$ cat config.mk
export PLATFORM = sky130hd
export DESIGN_NAME = context_window_streamer_flat
export DESIGN_NICKNAME = d
export VERILOG_FILES = /design/src/rtl/context_window_streamer_if.sv /design/src/rtl/context_window_streamer.sv /design/src/flat_wrapper.sv
export SDC_FILE = /design/constraint.sdc
export NUM_CORES = 1
export LEC_CHECK = 0
export BUFFER_PORTS_ARGS = -buffer_cell sky130_fd_sc_hd__buf_4
export CAP_MARGIN = 20
export CORE_ASPECT_RATIO = 1.75
export CORE_MARGIN = 4
export CORE_UTILIZATION = 40
export CTS_CLUSTER_SIZE = 8
export DETAILED_ROUTE_END_ITERATION = 12
export PLACE_DENSITY = 0.66
export SYNTH_ARGS = -nofsm -noshare
export SYNTH_HDL_FRONTEND = slang
export SYNTH_SLANG_ARGS = --single-unit
$ cat constraint.sdc
create_clock -name clk -period 3.2 [get_ports clk]
set_clock_uncertainty 0.2 [all_clocks]
set_input_delay 0.16 -clock clk [delete_from_list [all_inputs] [get_ports clk]]
set_output_delay 0.16 -clock clk [all_outputs]
set_load 0.03 [all_outputs]
$ cat src/rtl/context_window_streamer_if.sv
`default_nettype none
// ============================================================================
//  Module   : context_window_streamer_if
//  Purpose  : Bundles the start/status, row-RAM read port and window
//             valid/ready handshake of the context window streamer.
//  Revision : 1.0  initial release
// ============================================================================
interface context_window_streamer_if #(
    parameter int DW    = 16,
    parameter int ROWS  = 3,
    parameter int WIN_W = 3,
    parameter int AW    = 6
);
    logic                        start;
    logic                        pad_mode;
    logic                        busy;
    logic                        ram_rd_en;
    logic [AW-1:0]               ram_addr;
    logic [ROWS*DW-1:0]          ram_rdata;
    logic [ROWS*WIN_W*DW-1:0]    win_data;
    logic                        win_valid;
    logic                        win_ready;
    logic [AW-1:0]               win_col;
    logic                        line_done;

    // Streamer side
    modport slave (
        input  start, pad_mode, ram_rdata, win_ready,
        output busy, ram_rd_en, ram_addr, win_data, win_valid, win_col, line_done
    );

    // Controller / RAM / encoder side
    modport master (
        output start, pad_mode, ram_rdata, win_ready,
        input  busy, ram_rd_en, ram_addr, win_data, win_valid, win_col, line_done
    );
endinterface
`default_nettype wire

$ cat src/rtl/context_window_streamer.sv
`default_nettype none
// ============================================================================
//  Module   : context_window_streamer
//  Purpose  : Reads ROWS parallel line RAMs column by column, assembles a
//             ROWS x WIN_W context window and presents it over valid/ready,
//             with optional edge-replicate padding and a per-line done pulse.
//  Revision : 1.0  initial release
// ============================================================================
module context_window_streamer #(
    parameter int DW       = 16,
    parameter int ROWS     = 3,
    parameter int WIN_W    = 3,
    parameter int LINE_LEN = 25,
    parameter int AW       = 6
) (
    input wire                      clk,
    input wire                      rst_n,
    context_window_streamer_if.slave bus
);
    localparam int H  = (WIN_W - 1) / 2;
    localparam int CW = $clog2(LINE_LEN + WIN_W + 1);
    localparam int WD = ROWS * WIN_W * DW;

    localparam logic [CW-1:0] c_ONE      = CW'(1);
    localparam logic [CW-1:0] c_PRIME    = CW'(WIN_W);
    localparam logic [CW-1:0] c_NRD_PAD  = CW'(LINE_LEN + 2 * H);
    localparam logic [CW-1:0] c_NRD_RAW  = CW'(LINE_LEN);
    localparam logic [CW-1:0] c_NWIN_PAD = CW'(LINE_LEN);
    localparam logic [CW-1:0] c_NWIN_RAW = CW'(LINE_LEN - WIN_W + 1);

    typedef enum logic [1:0] {
        S_IDLE  = 2'd0,
        S_PRIME = 2'd1,
        S_RUN   = 2'd2,
        S_DONE  = 2'd3
    } state_t;

    state_t          r_state;
    logic            r_pad;
    logic            r_cap;      // read data is on ram_rdata this cycle
    logic            r_valid;
    logic            r_done;
    logic [CW-1:0]   r_rd_cnt;   // reads issued this line
    logic [CW-1:0]   r_acc_cnt;  // windows accepted this line
    logic [AW-1:0]   r_col;
    logic [WD-1:0]   r_win;

    logic [CW-1:0]   w_nrd;
    logic [CW-1:0]   w_nwin;
    logic            w_accept;
    logic            w_last;
    logic            w_rd_en;
    logic [AW-1:0]   w_addr;
    logic [WD-1:0]   w_win_next;
    int              w_idx;

    assign w_nrd    = r_pad ? c_NRD_PAD  : c_NRD_RAW;
    assign w_nwin   = r_pad ? c_NWIN_PAD : c_NWIN_RAW;
    assign w_accept = (r_state == S_RUN) && r_valid && bus.win_ready;
    assign w_last   = (r_acc_cnt == (w_nwin - c_ONE));

    // Priming reads back-to-back; afterwards one read per accepted window so the
    // next column arrives one cycle after the accept (2 cycles per window).
    assign w_rd_en  = ((r_state == S_PRIME) && (r_rd_cnt < c_PRIME)) ||
                      (w_accept && !w_last && (r_rd_cnt < w_nrd));

    // Address of the next read, clamped so it never leaves the line.
    always_comb begin
        w_idx = int'(r_rd_cnt);
        if (r_pad) begin
            w_idx = w_idx - H;
        end
        if (w_idx < 0) begin
            w_idx = 0;
        end
        if (w_idx > LINE_LEN - 1) begin
            w_idx = LINE_LEN - 1;
        end
        w_addr = AW'(w_idx);
    end

    // Shift every row one column toward k=0 and insert the returned column at the right.
    always_comb begin
        w_win_next = r_win;
        for (int r = 0; r < ROWS; r++) begin
            for (int k = 0; k < WIN_W; k++) begin
                if (k < WIN_W - 1) begin
                    w_win_next[(r*WIN_W+k)*DW +: DW] = r_win[(r*WIN_W+k+1)*DW +: DW];
                end else begin
                    w_win_next[(r*WIN_W+k)*DW +: DW] = bus.ram_rdata[r*DW +: DW];
                end
            end
        end
    end

    // Line sequencing FSM with registered handshake outputs and window storage.
    always_ff @(posedge clk) begin
        if (!rst_n) begin
            r_state   <= S_IDLE;
            r_pad     <= 1'b0;
            r_cap     <= 1'b0;
            r_valid   <= 1'b0;
            r_done    <= 1'b0;
            r_rd_cnt  <= '0;
            r_acc_cnt <= '0;
            r_col     <= '0;
            r_win     <= '0;
        end else begin
            r_done <= 1'b0;
            r_cap  <= w_rd_en;
            if (w_rd_en) begin
                r_rd_cnt <= r_rd_cnt + c_ONE;
            end
            if (r_cap) begin
                r_win <= w_win_next;
            end
            case (r_state)
                S_IDLE: begin
                    if (bus.start) begin
                        r_state   <= S_PRIME;
                        r_pad     <= bus.pad_mode;
                        r_rd_cnt  <= '0;
                        r_acc_cnt <= '0;
                        r_col     <= bus.pad_mode ? '0 : AW'(H);
                    end
                end
                S_PRIME: begin
                    if (r_cap && !w_rd_en) begin
                        r_state <= S_RUN;
                        r_valid <= 1'b1;
                    end
                end
                S_RUN: begin
                    if (r_cap) begin
                        r_valid <= 1'b1;
                    end
                    if (w_accept) begin
                        r_valid   <= 1'b0;
                        r_acc_cnt <= r_acc_cnt + c_ONE;
                        if (w_last) begin
                            r_state <= S_DONE;
                            r_done  <= 1'b1;
                        end else begin
                            r_col <= r_col + AW'(1);
                        end
                    end
                end
                S_DONE: begin
                    r_state <= S_IDLE;
                end
                default: begin
                    r_state <= S_IDLE;
                end
            endcase
        end
    end

    assign bus.busy      = (r_state != S_IDLE);
    assign bus.ram_rd_en = w_rd_en;
    assign bus.ram_addr  = w_addr;
    assign bus.win_data  = r_win;
    assign bus.win_valid = r_valid;
    assign bus.win_col   = r_col;
    assign bus.line_done = r_done;
endmodule
`default_nettype wire
$ cat src/flat_wrapper.sv
// flat-port wrapper written by rule: the top's interface ports become plain ports
module context_window_streamer_flat 
#(
    parameter int DW       = 16,
    parameter int ROWS     = 3,
    parameter int WIN_W    = 3,
    parameter int LINE_LEN = 25,
    parameter int AW       = 6
)
  (clk, rst_n, bus_start, bus_pad_mode, bus_ram_rdata, bus_win_ready, bus_busy, bus_ram_rd_en, bus_ram_addr, bus_win_data, bus_win_valid, bus_win_col, bus_line_done);
  context_window_streamer_if #(.DW(DW), .ROWS(ROWS), .WIN_W(WIN_W), .AW(AW)) bus_i ();
  input wire clk;
  input wire rst_n;
  input wire logic [$bits(bus_i.start)-1:0] bus_start;
  input wire logic [$bits(bus_i.pad_mode)-1:0] bus_pad_mode;
  input wire logic [$bits(bus_i.ram_rdata)-1:0] bus_ram_rdata;
  input wire logic [$bits(bus_i.win_ready)-1:0] bus_win_ready;
  output wire logic [$bits(bus_i.busy)-1:0] bus_busy;
  output wire logic [$bits(bus_i.ram_rd_en)-1:0] bus_ram_rd_en;
  output wire logic [$bits(bus_i.ram_addr)-1:0] bus_ram_addr;
  output wire logic [$bits(bus_i.win_data)-1:0] bus_win_data;
  output wire logic [$bits(bus_i.win_valid)-1:0] bus_win_valid;
  output wire logic [$bits(bus_i.win_col)-1:0] bus_win_col;
  output wire logic [$bits(bus_i.line_done)-1:0] bus_line_done;
  assign bus_i.start = bus_start;
  assign bus_i.pad_mode = bus_pad_mode;
  assign bus_i.ram_rdata = bus_ram_rdata;
  assign bus_i.win_ready = bus_win_ready;
  assign bus_busy = bus_i.busy;
  assign bus_ram_rd_en = bus_i.ram_rd_en;
  assign bus_ram_addr = bus_i.ram_addr;
  assign bus_win_data = bus_i.win_data;
  assign bus_win_valid = bus_i.win_valid;
  assign bus_win_col = bus_i.win_col;
  assign bus_line_done = bus_i.line_done;
  context_window_streamer #(.DW(DW), .ROWS(ROWS), .WIN_W(WIN_W), .LINE_LEN(LINE_LEN), .AW(AW)) u_core (.clk(clk), .rst_n(rst_n), .bus(bus_i));
endmodule
==> impl_metrics.toml <==
[clock_network]
cts_tree = "done"
numCtsBuffers = 17
postCtsSetupBuffers = 0
clkSlewWorstSetupHoldPaths_ns = 0.07
htreeDepth = 4
root_buffer = "clkbuf_16"
clk_latency_ns = 0.41
cts.path.max_buffers = 2
cts.sinks = 166

[global_route]
grtUsageTotal_pct = 18.6
overflow = 0
grt_max_degree = 60
grt_pass1_vias = 5389
grt_pass1_wl_mm = 26.8
antenna_found_initial = 0

[finish]
area_growth_pct = 44.6
instances_no_fill = 1082
nNetsFinal = 944
num_antenna_cells = 0
layout-drive-gt1-share_pct = 28.6
utilization_pct = 59.4

[detailed_routing]
wire_per_inst_um = 15.7
first_pass_iters = 5
drtIter0Drc = 144
drcViolationCount = 0
drtAntennaViolNets = 0
routed_via_density = 4.95
wirelength_mm = 17.0
dr_total_vias = 5361

[floorplanning]
coreArea_sq_mm = 0.0155
die_w_um = 103
die_area_sq_mm = 0.0181
row_count = 60
io_pins = 213
initial_core_util_pct = 41.0
die_h_um = 175

[sta]
max_slew_margin_pct = 56.0
fin_ws_ns = 0.592
worst_pin_slew_ns = 0.655
setup_viol = 0
fmax_mhz = 383
rsz0062_at_grt = "no"
drv_slew = 0
fin_crit_ns = 2.61
finalSetupTns_ns = 0
hold_viol_final = 0
period_share_pct = 81.5

[logic_synthesis]
synth_area_leader_cell = "dfxtp_1"
synth_fa_ha_area_share_pct = 1.57
synth_top_family_by_area = "multiplexers"
synth-edff-count = 0
synth_simple_gate_area_share_pct = 14.3
avgSynthCellArea_sq_um = 10.1
syn_nets = 694
synth_xor_area_share_pct = 1.51
synth_cell_types = 46
synth_area_leaders = "dfxtp_1, mux2i_1, nor2_1"
synth_top_area_share_pct = 52.1
yosysSeqAreaShare_pct = 52.1
synth_compound_area_share_pct = 3.79
async_reset_ff_share_pct = 0
ys_seq_elements = 166
synth_flop_cell = "dfxtp_1"
synth_mux_area_share_pct = 23.2
yosysWarnings = 0
netlist_area_sq_mm = 0.00638
netlist_instances = 633

[critical_path]
startpoint_type = "flip-flop"
cp.arrival_ns = 2.25
cp_slowest_cell = "dfxtp_1"
end_kind = "output pin"
critPathBufInv = 2
path_max_fanout = 13
cp_top_family = "compound AO/OA/AOI/OAI gates"
cp_cell_sequence = "inv_1, ha_1, a211oi_1, o21ai_2, o21ai_4, buf_4"
crit_type = "reg2out"
worstPathRequired_ns = 2.84
rrSetupSlack_ns = 0.91
cpPeakStageDelay_ns = 0.58

[power_and_ir_drop]
powerDensity_mw_per_mm2 = 651
peakVddDrop_v = 0.000418
finalPower_uw = 6010
p_leak_uw = 0.00392

[worst_hold_path]
hold_class = "in2reg"

[place]
dp_cells = 997
place_congestion = 0.850
place_ws_ns = 1.01
portBuffers = 211
dp_hpwl_mm = 12.1

[status]
status = "completed"

[job]
drv_cap = 0
==> state kept, by name, indices dropped and copies added, names as in the netlist <==
register              cells
u_core.r_pad              1
u_core.bus.win_valid      1
u_core.r_rd_cnt           5
u_core.bus.win_data     144
u_core.r_cap              1
u_core.bus.line_done      1
u_core.r_state            2
u_core.r_acc_cnt          5
u_core.bus.win_col        6
==> cell type report <==
type	instances	area (sq um)
timing repair buffer	270	2200
inverter	9	36.3
multi-input combinational	419	2840
fill	1312	6320
clock buffer	19	433
tap	186	233
sequential	166	3330
clock inverter	13	161
==> placed cells by master (no fill, tap or decap), types with 3 or more instances in the layout <==
cell type and n:
and3_1 4, nand2_1 16, nor3_1 6, a211oi_1 4, xnor2_1 4, clkinv_4 4
a21oi_1 10, nor2_1 164, nor2b_1 5, inv_6 5, clkbuf_16 17, buf_4 214
inv_1 8, xor2_1 7, ha_1 8, dfxtp_1 165, o21ai_0 4, dlygate4sd3_1 53
buf_12 3, mux2i_1 148, nand3_1 9
==> metal layers <==
| metal | share of wire [%] | track usage [%] |
|---|---|---|
| met5 | 0 | 0 |
| met4 | 3.9 | 9.18 |
| met3 | 5.0 | 4.43 |
| met2 | 55 | 34.1 |
| met1 | 36 | 18.9 |
==> cells by family after synthesis <==
kind of cell	after synthesis
muxes	148
buffers and inverters	48
AOI/OAI and AO/OA	34
xor gates and xnor gates	11
other	1
and+or+nand+nor	217
adders and majority gates	8
DFF	166
==> tightest hold or removal path, cell delays in order <==
cell     delay, ns
buf_4         0.10
mux2i_1       0.09
a22oi_1       0.18
nor2_1        0.05
==> per-stage QoR <==
step                      hold slack, ns  area [sq um]
final                             0.0288          9220
after global routing              0.0671          9220
after CTS                         0.0181          9220
after detailed placement           0.203          8100
after global placement             0.193          8100
after floorplan                   0.0817          6380
==> repair_timing <==
item,4_1_cts,5_1_grt
setup endpoints to repair,0,0
resized for setup,0,0
hold buffers,53,0
hold endpoints to repair,57,0
==> cells in the mapped netlist (2+ instances only) <==
| library cell | number |
|---|---|
| nor2b_1 | 5 |
| ha_1 | 8 |
| clkbuf_1 | 17 |
| a211oi_1 | 4 |
| a31oi_1 | 2 |
| nand4b_1 | 2 |
| nand4_1 | 2 |
| xnor2_1 | 4 |
| nand2b_1 | 2 |
| and3_1 | 4 |
| nor3_1 | 6 |
| mux2i_1 | 148 |
| a21oi_1 | 10 |
| nor2_1 | 164 |
| buf_2 | 18 |
| a21o_1 | 2 |
| inv_1 | 8 |
| dfxtp_1 | 166 |
| xor2_1 | 7 |
| nand3_1 | 9 |
| buf_4 | 2 |
| nand2_1 | 16 |
| o21ai_0 | 4 |
==> where the power goes <==
| part | switching [uW] | internal, uW | leakage (uW) | total [uW] |
|---|---|---|---|---|
| Sequential | 137 | 2200 | 0.00134 | 2340 |
| Clock | 885 | 1180 | 0.000291 | 2070 |
| Combinational | 915 | 686 | 0.00229 | 1600 |
==> path summary, 6_finish.rpt <==
| path | from | end | cells past startpoint |
|---|---|---|---|
| hold / removal | bus_start | u_core.r_acc_cnt[0] | 4 |
| hold reg to reg | u_core.r_state[1] | u_core.r_state[1] | 2 |
| setup / recovery | u_core.r_pad | bus_ram_rd_en | 6 |
| setup reg to reg | u_core.r_state[0] | u_core.r_pad | 6 |
(Power assumes the default switching activity.)
